**config.mk**
```make
export PLATFORM = sky130hd
export DESIGN_NAME = mem_port_arbiter
export DESIGN_NICKNAME = d
export VERILOG_FILES = /design/src/rtl/mem_port_arbiter.sv
export SDC_FILE = /design/constraint.sdc
export NUM_CORES = 1
export LEC_CHECK = 0
export ABC_CLOCK_PERIOD_IN_PS = 2250
export CORE_MARGIN = 10
export CORE_UTILIZATION = 30
export CTS_CLUSTER_SIZE = 30
export DETAILED_ROUTE_END_ITERATION = 10
export PLACE_DENSITY = 0.68
export SLEW_MARGIN = 30
export SYNTH_ARGS = -nofsm -noshare
export SYNTH_HDL_FRONTEND = slang
export SYNTH_SLANG_ARGS = --single-unit
```
**constraint.sdc**
```tcl
create_clock -name clk -period 2.25 [get_ports clk]
set_clock_uncertainty 0.2 [all_clocks]
set_input_delay 0.45 -clock clk [delete_from_list [all_inputs] [get_ports clk]]
set_output_delay 0.45 -clock clk [all_outputs]
set_load 0.01 [all_outputs]
```
**src/rtl/mem_port_arbiter.sv**
```systemverilog
// mem_port_arbiter
//   Shares the single-ported, byte-enabled memory_map between instruction
//   fetch (if_*) and the load/store unit (d_*). Each accepted request runs a
//   fixed three-cycle sequence IDLE -> ISSUE -> WAIT. The sequence ends with
//   a one-cycle response pulse on the port that made the request.
//
// Parameters
//   RR_ENABLE  1: round-robin on ties; 0: data port always wins.
//
// Ports
//   clk, reset_n                     clock, async active-low reset
//   if_req_valid/if_addr             fetch request (held until if_req_ready)
//   if_req_ready                     fetch accepted this cycle (IDLE only)
//   if_rsp_valid/if_rdata            fetch response pulse + data
//   d_req_valid/d_addr/d_wdata/
//   d_wstrb                          data request; wstrb==0 means load
//   d_req_ready                      data accepted this cycle (IDLE only)
//   d_rsp_valid/d_rdata              data response pulse; rdata 0 for stores
//   mem_address/mem_write_data/
//   mem_write_enable/mem_read_data   memory_map port
module mem_port_arbiter #(
  parameter bit RR_ENABLE = 1'b1
) (
  input  logic        clk,
  input  logic        reset_n,
  input  logic        if_req_valid,
  input  logic [31:0] if_addr,
  output logic        if_req_ready,
  output logic        if_rsp_valid,
  output logic [31:0] if_rdata,
  input  logic        d_req_valid,
  input  logic [31:0] d_addr,
  input  logic [31:0] d_wdata,
  input  logic [3:0]  d_wstrb,
  output logic        d_req_ready,
  output logic        d_rsp_valid,
  output logic [31:0] d_rdata,
  output logic [31:0] mem_address,
  output logic [31:0] mem_write_data,
  output logic [3:0]  mem_write_enable,
  input  logic [31:0] mem_read_data
);

  typedef enum logic [1:0] {IDLE, ISSUE, WAIT} state_t;

  state_t      state, state_nxt;
  logic [31:0] lat_addr, lat_wdata;
  logic [3:0]  lat_wstrb;
  logic        lat_src;     // 1 = data port owns the in-flight access
  logic        last_grant;  // 1 = data port was granted last
  logic        grant_d, grant_if;

  // Arbitration and next state. The data port wins when it is the only
  // requester, when fixed priority is selected, or on a tie when fetch
  // had the previous grant.
  always_comb begin
    grant_d   = 1'b0;
    grant_if  = 1'b0;
    state_nxt = state;
    case (state)
      IDLE: begin
        if (d_req_valid && (RR_ENABLE == 1'b0 || !if_req_valid || !last_grant))
          grant_d = 1'b1;
        else if (if_req_valid)
          grant_if = 1'b1;
        if (grant_d || grant_if) state_nxt = ISSUE;
      end
      ISSUE:   state_nxt = WAIT;
      WAIT:    state_nxt = IDLE;
      default: state_nxt = IDLE;
    endcase
  end

  assign if_req_ready   = grant_if;
  assign d_req_ready    = grant_d;
  assign mem_address    = lat_addr;
  assign mem_write_data = lat_wdata;
  // Decoded from the async-reset state register, so writes stop the moment
  // reset_n falls.
  assign mem_write_enable = (state == ISSUE) ? lat_wstrb : 4'h0;

  always_ff @(posedge clk or negedge reset_n) begin
    if (!reset_n) state <= IDLE;
    else          state <= state_nxt;
  end

  always_ff @(posedge clk or negedge reset_n) begin
    if (!reset_n) begin
      lat_addr     <= 32'h0;
      lat_wdata    <= 32'h0;
      lat_wstrb    <= 4'h0;
      lat_src      <= 1'b0;
      last_grant   <= 1'b1;  // fetch wins the first tie
      if_rsp_valid <= 1'b0;
      d_rsp_valid  <= 1'b0;
      if_rdata     <= 32'h0;
      d_rdata      <= 32'h0;
    end else begin
      if_rsp_valid <= 1'b0;
      d_rsp_valid  <= 1'b0;
      if (grant_d) begin
        lat_addr   <= d_addr;
        lat_wdata  <= d_wdata;
        lat_wstrb  <= d_wstrb;
        lat_src    <= 1'b1;
        last_grant <= 1'b1;
      end else if (grant_if) begin
        lat_addr   <= if_addr;
        lat_wdata  <= 32'h0;
        lat_wstrb  <= 4'h0;
        lat_src    <= 1'b0;
        last_grant <= 1'b0;
      end
      // Read data in WAIT covers both the registered RAM output and the
      // combinational LEDR path decoded from the held address.
      if (state == WAIT) begin
        if (lat_src) begin
          d_rsp_valid <= 1'b1;
          d_rdata     <= (lat_wstrb != 4'h0) ? 32'h0 : mem_read_data;
        end else begin
          if_rsp_valid <= 1'b1;
          if_rdata     <= mem_read_data;
        end
      end
    end
  end

endmodule

```
After elaboration in Yosys (flattened, before gate mapping)

Index checks and enable logic that the tools add are counted.

Reductions and logical operators: 10
$mul: 0
$add $sub $neg: 0
$lt $le $gt $ge: 0
Mux-type cells: 23
Shift-type cells: 0
Bitwise operators: 1
Div/mod/pow operators: 0
Eq/ne operators: 3

Operators by type and width:

| operator                                                              | number |
|---|---|
| 32-bit 2-to-1 mux                                                     | 5 |
| 1-bit 2-to-1 mux                                                      | 13 |
| 4-bit 2-to-1 mux                                                      | 3 |
| 2-bit one-hot mux with 2 select lines                                 | 1 |
| 2-bit AND reduction                                                   | 2 |
| 4-bit nonzero test                                                    | 1 |
| 2-bit by 1-bit equality test with 1-bit output, second input constant | 1 |
| 2-bit equality test, second input constant                            | 1 |
| 1-bit logical NOT                                                     | 2 |
| 2-bit logical NOT                                                     | 1 |
| 1-bit logical OR                                                      | 2 |
| 2-bit 2-to-1 mux                                                      | 1 |
| 2-bit != test, second input constant                                  | 1 |
| 2-bit nonzero test                                                    | 1 |
| 1-bit logical AND                                                     | 1 |
| 1-bit NOT                                                             | 1 |

Word-level logic and storage cells: 47
Bits in writable memories: 0
Register bits: 138
Memories: 0
Bits in latches: 0
Bits in read-only memories: 0

Longest topological paths before layout

Depth in word-level cells: 8
Gate-level depth with buffers: 6

Worst setup path before layout

OpenSTA, ideal clock, no wires.

Kind: input -> output
From: input d_req_valid
To: output if_req_ready
Path slack: 0.524 ns
Buffers on the path: 1
Arrival time: 1.076 ns
Data required time: 1.600 ns
Cell stages on the path: 3
Cell sequence: a21boi_2 clkbuf_1 nor2_1

Longest elaborated chain between the ends: 4

Ends and longest elaborated chain:

| item                          | line | source |
|---|---|---|
| start, declared               | 31   | `input logic d_req_valid,` |
| 1-bit logical AND             | 62   | `if (d_req_valid && (RR_ENABLE == 1'b0 \|\| !if_req_valid \|\| !last_grant))` |
| 1-bit 2-to-1 mux              | 62   |  |
| 1-bit 2-to-1 mux (2 in a row) | 60   | `case (state)` |
| end, declared                 | 28   | `output logic if_req_ready,` |

No other way between the ends. The select of a mux whose other input is x is not followed.

Worst setup path after layout

From: input d_req_valid
To: output d_req_ready

Longest elaborated chain between the ends: 4

Ends and longest elaborated chain:

| item                          | line | source |
|---|---|---|
| 1-bit logical AND             | 62   |  |
| 1-bit 2-to-1 mux              | 62   |  |
| 1-bit 2-to-1 mux (2 in a row) | 60   |  |
| end, declared                 | 35   | `output logic d_req_ready,` |

No other way between the ends. The select of a mux whose other input is x is not followed.

==> flow_summary.html <==
<table>
<tr><th>Metric</th><th>Value</th></tr>
<tr><th colspan="2">Outcome</th></tr>
<tr><td>Result of the run</td><td>finished clean</td></tr>
<tr><th colspan="2">Global route</th></tr>
<tr><td>Via count of the first global-routing pass</td><td>between 5k and 6k</td></tr>
<tr><td>Maximum number of pins on one net before global-route repair</td><td>51</td></tr>
<tr><td>Congestion Overflow GR</td><td>0</td></tr>
<tr><td>Total Routing Usage GR</td><td>15.3%</td></tr>
<tr><td>Routing usage on met3</td><td>6.30%</td></tr>
<tr><td>Number of antenna violations at the first check in global routing</td><td>0</td></tr>
<tr><td>Global-route wire length before repair</td><td>29300 um</td></tr>
<tr><td>Most crowded layer after global routing</td><td>met2</td></tr>
<tr><td>Routing usage on met1</td><td>17.9%</td></tr>
<tr><td>Routing usage on met2</td><td>approximately 25%</td></tr>
<tr><th colspan="2">Min path</th></tr>
<tr><td>Worst Hold Class</td><td>reg2reg</td></tr>
<tr><th colspan="2">Timing</th></tr>
<tr><td>Share of the clock period used by the worst path</td><td>between 90 and 100%</td></tr>
<tr><td>Total setup violations reported at the end of the flow</td><td>0</td></tr>
<tr><td>Worst relative slew slack</td><td>67.7%</td></tr>
<tr><td>Accumulated negative setup slack</td><td>0 ps</td></tr>
<tr><td>Maximum operating frequency</td><td>447 MHz</td></tr>
<tr><td>Slew at the pin with the worst max-slew slack</td><td>485 ps</td></tr>
<tr><td>Final critical path time including I/O delays and setup</td><td>2240 ps</td></tr>
<tr><td>Endpoints failing hold</td><td>0</td></tr>
<tr><td>Number of max-slew violations in the final report</td><td>0</td></tr>
<tr><td>Unrepaired setup endpoints after global routing</td><td>true</td></tr>
<tr><th colspan="2">Power and ir drop</th></tr>
<tr><td>Maximum vdd ir drop</td><td>a little over 0.6 mV</td></tr>
<tr><td>Pwr/cell area</td><td>1380 nW/um2</td></tr>
<tr><td>Leakage power summed over all cells</td><td>0.00380 uW</td></tr>
<tr><th colspan="2">Yosys</th></tr>
<tr><td>Syn Std Cell Area</td><td>roughly 5400 um2</td></tr>
<tr><td>Syn_area_per_cell</td><td>12.8 um2</td></tr>
<tr><td>Cell types occupying the most area after synthesis</td><td>dfrtp_1 (63%), a22o_1 (11%), mux2_2 (6.2%), a31oi_1 (3.7%), nand3_1 (3.0%)</td></tr>
<tr><td>Post-Synthesis Cells</td><td>424</td></tr>
<tr><td>Fraction of the mapped netlist area in adder cells</td><td>0%</td></tr>
<tr><td>Cell variety after synth</td><td>30</td></tr>
<tr><td>Synth warnings</td><td>0</td></tr>
<tr><td>Part of the Yosys area used for sequential elements</td><td>63.7%</td></tr>
<tr><td>Post-synthesis simple-gate area fraction</td><td>under 10%</td></tr>
<tr><td>Post-Synthesis Net Count</td><td>560</td></tr>
<tr><td>Share of synthesized area spent on multiplexers</td><td>6.65%</td></tr>
<tr><td>Dominant combinational cell family by area after synthesis</td><td>compound AO/OA/AOI/OAI gates</td></tr>
<tr><td>XOR/XNOR Fraction of Synth Area</td><td>0%</td></tr>
<tr><td>Leading area contributor after synthesis</td><td>dfrtp_1</td></tr>
<tr><td>Compound-cell area share of the yosys netlist</td><td>18.3%</td></tr>
<tr><td>Yosys top cell area share</td><td>63.2%</td></tr>
<tr><td>Seq cells post-synth</td><td>138</td></tr>
<tr><th colspan="2">Worst setup path</th></tr>
<tr><td>Critical path's top delay family</td><td>buffers and inverters</td></tr>
<tr><td>Worst Setup End Kind</td><td>primary output</td></tr>
<tr><td>Path type of the worst setup path</td><td>in2out</td></tr>
<tr><td>CP Cell Sequence</td><td>clkdlybuf4s50_1 -&gt; a21bo_2 -&gt; nor3_4 -&gt; buf_2</td></tr>
<tr><td>Master of the slowest instance on the critical path</td><td>clkdlybuf4s50_1</td></tr>
<tr><td>Maximum fanout encountered on the critical timing path</td><td>4</td></tr>
<tr><td>Delay contributed by the slowest stage of the critical path</td><td>around 500 ps</td></tr>
<tr><td>Critical path launch point type</td><td>input pin</td></tr>
<tr><td>Data required time of the worst path</td><td>1600 ps</td></tr>
<tr><td>Crit path buffers/inverters</td><td>2</td></tr>
<tr><td>Arrival time of the worst setup path</td><td>1590 ps</td></tr>
<tr><th colspan="2">Route</th></tr>
<tr><td>Via count</td><td>about 4.6k</td></tr>
<tr><td>Post-Route WL</td><td>18700 um</td></tr>
<tr><td>Total iterations of the first detailed-routing run</td><td>4</td></tr>
<tr><td>Count of antenna-violating nets left after detailed routing</td><td>0</td></tr>
<tr><td>Via density per instance</td><td>4.94</td></tr>
<tr><td>Post-route DRC</td><td>0</td></tr>
<tr><td>Number of DRC markers after the initial detailed-route iteration</td><td>roughly 170</td></tr>
<tr><td>DR WL/cell</td><td>between 15 and 20 um</td></tr>
<tr><th colspan="2">Cells and area</th></tr>
<tr><td>Layout cell share with drive strength beyond 1</td><td>13.0%</td></tr>
<tr><td>Final core utilization</td><td>between 50% and 60%</td></tr>
<tr><td>Number of diodes</td><td>0</td></tr>
<tr><td>Cell Count, Final, Fillers Out</td><td>about 940</td></tr>
<tr><td># nets final</td><td>832</td></tr>
<tr><td>Growth of design area from synthesis to finish</td><td>65.6%</td></tr>
<tr><th colspan="2">Die</th></tr>
<tr><td>Die Width</td><td>154 um</td></tr>
<tr><td>Placeable Area</td><td>between 15000 and 20000 um2</td></tr>
<tr><td>Full die area</td><td>23800 um2</td></tr>
<tr><td>Count of boundary I/O pins</td><td>approximately 270</td></tr>
<tr><td>Std cell rows</td><td>49</td></tr>
<tr><td>Die boundary height</td><td>154 um</td></tr>
<tr><td>Effective utilization at floorplan</td><td>30.4%</td></tr>
<tr><th colspan="2">Clocking</th></tr>
<tr><td>CTS Root Buffer Type</td><td>clkbuf_16</td></tr>
<tr><td>Buffer levels on the longest clock path</td><td>2</td></tr>
<tr><td>Number of H-tree levels</td><td>4</td></tr>
<tr><td>Insertion delay to the later sink of the worst-skew pair</td><td>410 ps</td></tr>
<tr><td>Number of buffers created by CTS</td><td>17</td></tr>
<tr><td>Clock sinks</td><td>~140</td></tr>
<tr><td>Post-CTS Setup Bufs</td><td>0</td></tr>
<tr><td>Clock slew at reported path FFs</td><td>60 ps</td></tr>
<tr><td>TritonCTS clock tree</td><td>done</td></tr>
<tr><th colspan="2">Placement</th></tr>
<tr><td>Sum of net half-perimeters after detailed placement</td><td>14000 um</td></tr>
<tr><td>Cell count after placement</td><td>905</td></tr>
<tr><td>Final weighted congestion in routability-driven placement</td><td>0.825</td></tr>
<tr><td># port buffers</td><td>271</td></tr>
<tr><th colspan="2">Job</th></tr>
<tr><td>Maximum capacitance violations</td><td>0</td></tr>
</table>
[cell usage in the layout (no fill, tap or decap), types with 2 or more instances in the layout]
cell type	instances
clkdlybuf4s50_1	264
dfrtp_1	137
a22o_1	68
nand3_1	33
nand2_1	32
a21oi_1	32
a31oi_1	32
mux2_2	30
clkbuf_16	17
buf_4	12
buf_12	5
and2_1	4
clkinvlp_4	4
inv_6	4
dlygate4sd2_1	4
clkinv_4	3
nor2_4	2
inv_1	2
clkinv_2	2
mux2_1	2
clkbuf_8	2
[area by class of cell]
class | instances | area (um2)
repair buffers | 289 | 2900
clock inverters | 13 | 108
inverters | 3 | 12.5
multi-input cells | 247 | 1760
fillers | 1562 | 8860
flip-flops and latches | 138 | 3450
clock buffers | 19 | 453
well taps | 229 | 287
[report_power, final]
group | internal (uW) | switching (uW)
Combinational | 3110 | 2480
Clock | 1490 | 1120
Sequential | 3590 | 639
[what timing repair did]
action	in CTS	in global routing
hold buffers	1	0
endpoints found under the hold margin	48	0
pin swaps	0	0
resized for setup	8	4
endpoints found under the setup margin	6	34
[Yosys cell counts]
cell / n
inv_1: 2
dfrtp_1: 137
a21boi_2: 1
buf_6: 6
or2_0: 1
a21oi_1: 32
nor3_2: 1
dfstp_2: 1
inv_2: 1
and2_1: 4
a22o_1: 68
nand3_1: 33
a31oi_1: 32
a21o_1: 1
or4_4: 1
mux2_2: 30
buf_4: 2
nor2_1: 1
o221ai_1: 1
nor2b_1: 1
buf_2: 13
nor2_2: 1
nor2_4: 1
nand3b_1: 1
a21bo_2: 1
nand2_2: 1
nor3b_4: 1
clkbuf_1: 15
nand2_1: 32
mux2_1: 2
[sequential cells by signal, indices dropped and copies added, names as in the netlist]
signal          count
d_rdata            32
d_rsp_valid         1
if_rdata           32
if_rsp_valid        1
last_grant          1
lat_src             1
lat_wstrb           4
mem_address        32
mem_write_data     32
state               2
[metal layers]
metal	up-vias	wire, um	share of wire [%]
li1	2124	-	-
met1	2302	7630	41
met2	197	9150	49
met3	15	1700	9.1
met4	0	232	1.2
met5	-	0	0
[per-stage QoR]
step / area [um2] / hold slack (ps) / setup slack, ps / total power (uW)
final: 8980 / 298 / 13.7 / 12400
after global routing: 8980 / 312 / -7.75 / 13200
after CTS: 8980 / 302 / -74.5 / 12600
after detailed placement: 8420 / 225 / -399 / 9940
after global placement: 8420 / 210 / -393 / 9790
after floorplan: 5420 / -45.6 / 524 / 6760
[cells by family after synthesis]
group           count (synthesis)
compound gates                136
buf+inv                        39
flops                         138
mux                            32
simple gates                   79
[path summary, 6_finish.rpt]
path                                         from                end  slack [ps]  cells past startpoint
worst max-delay path                  d_req_valid        d_req_ready          10                      4
worst min-delay path            mem_write_data[9]  mem_write_data[9]         300                      1
worst max register to register           state[0]    mem_address[27]         220                      6
worst min register to register  mem_write_data[9]  mem_write_data[9]         300                      1
max in group asynchronous                 reset_n         last_grant         810                      3
min in group asynchronous                 reset_n        d_rdata[28]         340                      2
No activity file was read; power rests on OpenSTA's default activity.
